[src/rtl/bec_pkg.sv]
// Shared constants and state encoding for the BEC GF(2^163) arithmetic blocks.
package bec_pkg;

  localparam int unsigned M        = 163;
  localparam int unsigned CNT_W    = 8;
  localparam logic [M-1:0] RED_POLY = 163'h0C9;

  // Encodings are shared with the ladder controller, so keep them explicit.
  localparam logic [1:0] ST_IDLE = 2'b00;
  localparam logic [1:0] ST_RUN  = 2'b01;
  localparam logic [1:0] ST_DONE = 2'b11;

  typedef enum logic [1:0] {
    StIdle = ST_IDLE,
    StRun  = ST_RUN,
    StDone = ST_DONE
  } state_e;

endpackage

[src/rtl/bec_gf2m_mulx_add.sv]
// One MSB-first multiply step: c_o = c_i*x mod f XOR (b_i ? a_i : 0).
module bec_gf2m_mulx_add #(
  parameter int unsigned       Width   = 163,
  parameter logic [Width-1:0] RedPoly = 163'h0C9
) (
  input  logic [Width-1:0] c_i,
  input  logic [Width-1:0] a_i,
  input  logic             b_i,
  output logic [Width-1:0] c_o
);

  always_comb begin
    c_o = {c_i[Width-2:0], 1'b0};
    if (c_i[Width-1]) c_o = c_o ^ RedPoly;
    if (b_i)          c_o = c_o ^ a_i;
  end

endmodule

[src/rtl/bec_gf2m_mult.sv]
// Bit-serial GF(2^163) multiplier, polynomial basis, one operand bit per cycle,
// with a 4-phase start/done handshake.
module bec_gf2m_mult #(
  parameter int unsigned   M        = bec_pkg::M,
  parameter logic [M-1:0] RED_POLY = bec_pkg::RED_POLY,
  parameter int unsigned   CNT_W    = bec_pkg::CNT_W
) (
  input  logic         clk,
  input  logic         rst_n,
  input  logic         start,
  input  logic [M-1:0] a_i,
  input  logic [M-1:0] b_i,
  output logic         busy,
  output logic         done,
  output logic [M-1:0] result
);
  import bec_pkg::*;

  state_e             state_q, state_d;
  logic [M-1:0]       a_q, a_d, b_q, b_d, c_q, c_d, res_q, res_d;
  logic [CNT_W-1:0]   cnt_q, cnt_d;
  logic               armed_q, armed_d;
  logic [M-1:0]       c_next;

  bec_gf2m_mulx_add #(
    .Width  (M),
    .RedPoly(RED_POLY)
  ) u_mulx_add (
    .c_i(c_q),
    .a_i(a_q),
    .b_i(b_q[cnt_q]),
    .c_o(c_next)
  );

  always_comb begin
    state_d = state_q;
    a_d     = a_q;
    b_d     = b_q;
    c_d     = c_q;
    res_d   = res_q;
    cnt_d   = cnt_q;
    armed_d = armed_q;
    busy    = 1'b0;
    done    = 1'b0;
    case (state_q)
      StIdle: begin
        if (!start) begin
          armed_d = 1'b1;
        end else if (armed_q) begin
          a_d     = a_i;
          b_d     = b_i;
          c_d     = '0;
          cnt_d   = CNT_W'(M - 1);
          state_d = StRun;
        end
      end
      StRun: begin
        busy = 1'b1;
        c_d  = c_next;
        if (cnt_q == '0) begin
          res_d   = c_next;
          state_d = StDone;
        end else begin
          cnt_d = cnt_q - 1'b1;
        end
      end
      StDone: begin
        done = 1'b1;
        // Re-arm only once start is seen low, so a held start cannot retrigger.
        armed_d = !start;
        if (!start) state_d = StIdle;
      end
      default: state_d = StIdle;
    endcase
  end

  always_ff @(posedge clk or negedge rst_n) begin
    if (!rst_n) begin
      state_q <= StIdle;
      a_q     <= '0;
      b_q     <= '0;
      c_q     <= '0;
      res_q   <= '0;
      cnt_q   <= '0;
      armed_q <= 1'b1;
    end else begin
      state_q <= state_d;
      a_q     <= a_d;
      b_q     <= b_d;
      c_q     <= c_d;
      res_q   <= res_d;
      cnt_q   <= cnt_d;
      armed_q <= armed_d;
    end
  end

  assign result = res_q;

endmodule
[config.mk]
export PLATFORM = sky130hd
export DESIGN_NAME = bec_gf2m_mult
export DESIGN_NICKNAME = d
export VERILOG_FILES = /design/src/rtl/bec_pkg.sv /design/src/rtl/bec_gf2m_mulx_add.sv /design/src/rtl/bec_gf2m_mult.sv
export SDC_FILE = /design/constraint.sdc
export NUM_CORES = 1
export LEC_CHECK = 0
export ABC_AREA = 1
export CORE_MARGIN = 8
export CORE_UTILIZATION = 40
export DETAILED_ROUTE_END_ITERATION = 8
export GPL_TIMING_DRIVEN = 1
export SLEW_MARGIN = 20
export SYNTH_ARGS = -nofsm -noshare
export SYNTH_HDL_FRONTEND = slang
export SYNTH_SLANG_ARGS = --single-unit
[constraint.sdc]
create_clock -name clk -period 4.8 [get_ports clk]
set_clock_uncertainty 0.05 [all_clocks]
set_input_delay 0.96 -clock clk [delete_from_list [all_inputs] [get_ports clk]]
set_output_delay 0.96 -clock clk [all_outputs]
set_load 0.005 [all_outputs]
After elaboration in Yosys (flattened, before gate mapping) --
Cells that the tools add are included.
Word-level totals: register bits after elaboration 663, bits in writable memories 0, latch bits 0, ROM bits 0, memories kept 0, output and inout port bits 165, bits of input ports 329
Cells by class: bitwise gates (word level) 2, $lt $le $gt $ge 1, equal/unequal tests 8, divide/modulo/power cells 0, shifts and indexed selects 0, reduce and logical (&&, ||, !) cells 11, add/subtract/negate cells 1, mux-type cells 20, multipliers 0
Operators by type and width (number):
- $mux 163 | 3
- $pmux 163 s2 | 1
- $xor 163x163->163 | 1
- $mux 8 | 4
- $pmux 8 s2 | 1
- $ne 2x2->1 const B | 6
- $lt 8x9->1 const B | 1
- $bmux 1 s8 | 1
- $logic_not 8->1 | 1
- $mux 2 | 4
- $reduce_and 4->1 | 2
- $sub 8x1->8 const B | 1
- $pmux 2 s3 | 1
- $reduce_and 3->1 | 2
- $mux 1 | 4
- $not 4->4 | 1
- $reduce_and 2->1 | 2
- $reduce_bool 2->1 | 2
- $eq 2x1->1 const B | 1
- $eq 2x2->1 const B | 1
- $logic_not 2->1 | 1
- $pmux 1 s2 | 1
- $logic_not 1->1 | 1

Longest topological paths before layout --
word-level depth 5, gate-level depth with buffers 22, depth with buffers taken out 18

Modules after synthesis --
A second synthesis with hierarchy kept.
Unflattened totals: cell total of the unflattened synthesis 3615, area total of the unflattened synthesis 29749.8 µm²
Modules (own cells, without submodules):
- bec_gf2m_mult | area an instance 26864.5 µm², seq. area each 16592.2 µm², cells each 3082, times used 1
- bec_gf2m_mulx_add | area an instance 2885.3 µm², seq. area each 0.0 µm², cells each 533, times used 1

Least setup slack after synthesis --
OpenSTA, ideal clock, no wires.
path type input port to flip-flop, start point input port start, end point register b_q[153], path buffers 3, cell stages on the path 9, arrival time 2.354 ns, data required time 4.667 ns, slack 2.313 ns, cells stage by stage nand2_1 -> o21ai_0 -> inv_1 -> nor2_1 -> clkbuf_1 -> clkbuf_1 -> clkbuf_1 -> nand2_1 -> o21ai_0
On the way: word-level cells in the longest chain between the ends 1
RTL lines:
- start: declaration | RTL line bec_gf2m_mult.sv:10 | input logic start,
- $reduce_and 3->1 (no line)
- end signal: assignment | RTL line bec_gf2m_mult.sv:81 | b_q <= '0;
- end signal: assignment | RTL line bec_gf2m_mult.sv:89 | b_q <= b_d;
- end: declaration | RTL line bec_gf2m_mult.sv:20 | logic [M-1:0] a_q, a_d, b_q, b_d, c_q, c_d, res_q, res_d;
Every way passes these cells. A chain may end at the register's enable or synchronous reset.

Worst setup path in the final report --
start point register cnt_q[0], end point register res_q[146], in the netlist result[146]
On the way: word-level cells in the longest chain between the ends 3, elaborated cells between the ends (all ways) 5, those cells by class mux: 3; reduce/logical: 2
RTL lines:
- start: declaration | RTL line bec_gf2m_mult.sv:21 | logic [CNT_W-1:0] cnt_q, cnt_d;
- start signal: assignment | RTL line bec_gf2m_mult.sv:92 | cnt_q <= cnt_d;
- $bmux 1 s8 | RTL line bec_gf2m_mult.sv:31 | .b_i(b_q[cnt_q]),
- $mux 1 (implied by the code) | RTL line bec_gf2m_mult.sv:31
- $mux 163 | RTL line bec_gf2m_mulx_add.sv:15 | if (b_i) c_o = c_o ^ a_i;
- end signal: assignment | RTL line bec_gf2m_mult.sv:91 | res_q <= res_d;
- end: declaration | RTL line bec_gf2m_mult.sv:20
Parallel ways exist; a longest one is shown, timed or not. The select of a mux whose other input is x is not followed.

==> out/results.ini <==
[critical_path]
ff2ff_setup_slack_ps=990
crit_family=buffers and inverters
crit_path_end_kind=flip-flop
critPathMaxFanout=163
crit_path_frequent_cell=nand2_1
path_cells=inv_2 -> buf_4 -> nand2_1 -> nand3_1 -> a21oi_1 -> nor2_1 -> nand2_1 -> nand3_1 -> nand2_1 -> nand2_4 -> buf_12 -> nand4_1 -> nand3_1 -> nand2_1
rr_endpoint=result[146]
worst-endpoint-arrival_ps=4250
crit_required_ps=5240
reg2reg_depth=14
crit_slowest_cell=buf_12
cp-start-kind=flip-flop
critPathBufInv=3
critPathLaunch=cnt_q[0]
reg2reg_from=cnt_q[0]
crit_type=flip-flop to flip-flop
crit_path_max_incr_delay_ps=640

[power_and_ir_drop]
swShare=0.414
seq_power_share=0.355
p_clk_frac=0.203
p_comb_frac=0.442
power_leakage_uw=0.0198
p_per_area_mw_per_mm2=731
peakVddDrop_v=0.000760
switching_power_uw=11800
intPower_uw=16700

[run_status]
status=complete, no violations

[placement]
gp_congestion=0.805
port_buffers=493
dp.cells=5243
placed_area_mm2=0.0366
hpwl_um=63000

[clock_network]
cts_setup_buffers=0
cts-buffers-inserted=75
htreeDepth=3
cts.reportedPaths.clkPinSlew_ps=60
clockRootBuffer=clkbuf_16
cts_hold_buf=0
clock_path_buffers=3
cts_tree=yes
cts_sinks=663
insertion_delay_ps=610
post_cts_resized=0

[sta]
rsz0062_at_grt=false
worstMarginPinSlew_ps=1050
slew_violations=0
finalHoldViolCount=0
setup_viol=0
fmax_ghz=0.263
setup_tns_ps=0
fin_crit_ps=3810
slew_headroom=0.302
finalCritPeriodShare=0.793

[synthesis]
synth_fp_nets=4241
synth_ff_type=dfrtp_1
ys_warn_count=0
synthDistinctLibCells=30
yosysSeqAreaShare=0.537
synth-seq-cells=663
synth_edf_count=0
yosysTopAreaCellShare=0.536
async_flop_share=1.00
yosysTopAreaCell=dfrtp_1
avgSynthCellArea_um2=7.90
yosys-top-cells-area=dfrtp_1 54%, nand2_1 25%, nand3_1 3.9%
synthCells=3910
syn_area_mm2=0.0309

[die]
die-width_um=294
die_h_um=294
core-area_mm2=0.0770
die-area_mm2=0.0864
initial_core_util=0.402
io_pins=494
num_rows=102

[global_route]
overflow=0
antenna_found_initial=5
grt_max_degree=165
grt_pass1_wl_um=156000
grt_use_total=0.227
grt_pass1_vias=27100

[job]
drv_cap=0

[layout]
final_area_mm2=0.0391
fin_cells=5378
layout-drive-gt1-share=0.0418
nNetsFinal=4611
syn_to_final_growth_pct=26.5

[drt]
wirelength_um=99500
dr.first_iter.drc_count=1840
wire_per_inst_um=18.5
drc=0
drtPass1Iterations=5
ant_nets=0
dr_total_vias=26800
via_per_inst=4.98

[worst_hold_path]
hold_class=input pin to asynchronous set/reset pin

[registers in the layout (all words and copies together) (netlist names)]
signal   flops
b_q        163
c_q        163
state_q      2
cnt_q        8
a_q        163
result     163
armed_q      1
[power groups by stage]
stage	logic, µW	clock network, µW	registers, µW
3_3_place_gp	12400	0	10200
4_1_cts	12800	5940	10200
3_5_place_dp	12700	0	10200
6_report	12600	5800	10200
2_1_floorplan	8970	0	9740
5_1_grt	14500	6150	10500
[cells by family (layout without fill, tap and decap cells)]
family	after synthesis	after routing	synth area share
buf+inv	454	879	0.0638
compound gates	170	170	0.0298
xor+xnor	166	166	0.0470
other cells	0	3	0
simple gates	2455	2455	0.322
flops	663	663	0.537
fa+ha+maj	2	2	0.000810
[synthesized netlist by cell type, drive strengths merged, types with 2 or more instances]
cell and n:
ha 2, nor2 18, o211ai 26, xnor2 75, o21ai 125, nand3 240, nand2 2028, a21oi 16
clkbuf 120, inv 203, dfrtp 662, nand4 165, xor2 91, buf 130
[area by class of cell]
type	instances	area [µm²]
repair buffers	543	5530
fillers	7482	37900
inverters	204	788
flip-flops and latches	663	16600
well taps	1040	1300
multi-input cells	2793	12400
clock buffers	116	2280
diodes	3	7.51
clock inverters	16	194
[through the flow]
| step | hold WS [ps] | setup slack, ps | power, µW | util |
|---|---|---|---|---|
| 6_report | 285 | 992 | 28600 | 0.508 |
| 5_1_grt | 313 | 731 | 31100 | 0.508 |
| 4_1_cts | 329 | 1070 | 28900 | 0.508 |
| 3_5_place_dp | 409 | 1080 | 22900 | 0.476 |
| 3_3_place_gp | 401 | 1130 | 22700 | 0.476 |
| 2_1_floorplan | 387 | 2310 | 18700 | - |
[metal layers]
layer  GRT usage  routed length [µm]  part of all wire  vias to the layer above
met4      0.0950                4100             0.041                        4
met1       0.291               42400              0.43                    12900
met5           0                  21           0.00021                        -
met3      0.0406                5960             0.060                      191
li1            -                   -                 -                    13000
met2       0.379               47100              0.47                      750
[cell usage in the layout, fill, tap and decap left out, types with 2 or more instances in the layout]
cell type	instances
clkdlybuf4s50_1	492
clkinvlp_4	2
clkbuf_1	19
clkinv_2	7
inv_6	5
dfrtp_1	660
nor2_1	16
clkbuf_16	78
o21ai_0	124
buf_12	17
nand2_1	2024
ha_1	2
clkbuf_8	19
xnor2_1	75
o211ai_1	26
nand2_4	4
nand3_1	239
xor2_1	91
nand4_1	165
diode_2	3
bufinv_16	3
inv_2	3
inv_1	197
buf_4	33
a21oi_1	16
[how the worst max path moves through the flow]
stage	slack, ps	to	depth (start not counted)
6_report	990	result[146]	14
5_1_grt	730	c_q[16]	17
4_1_cts	1070	result[115]	13
3_5_place_dp	1080	c_q[115]	13
3_3_place_gp	1130	c_q[93]	14
2_1_floorplan	2310	b_q[153]	9
Note: power is estimated with default switching activity, not from simulation.
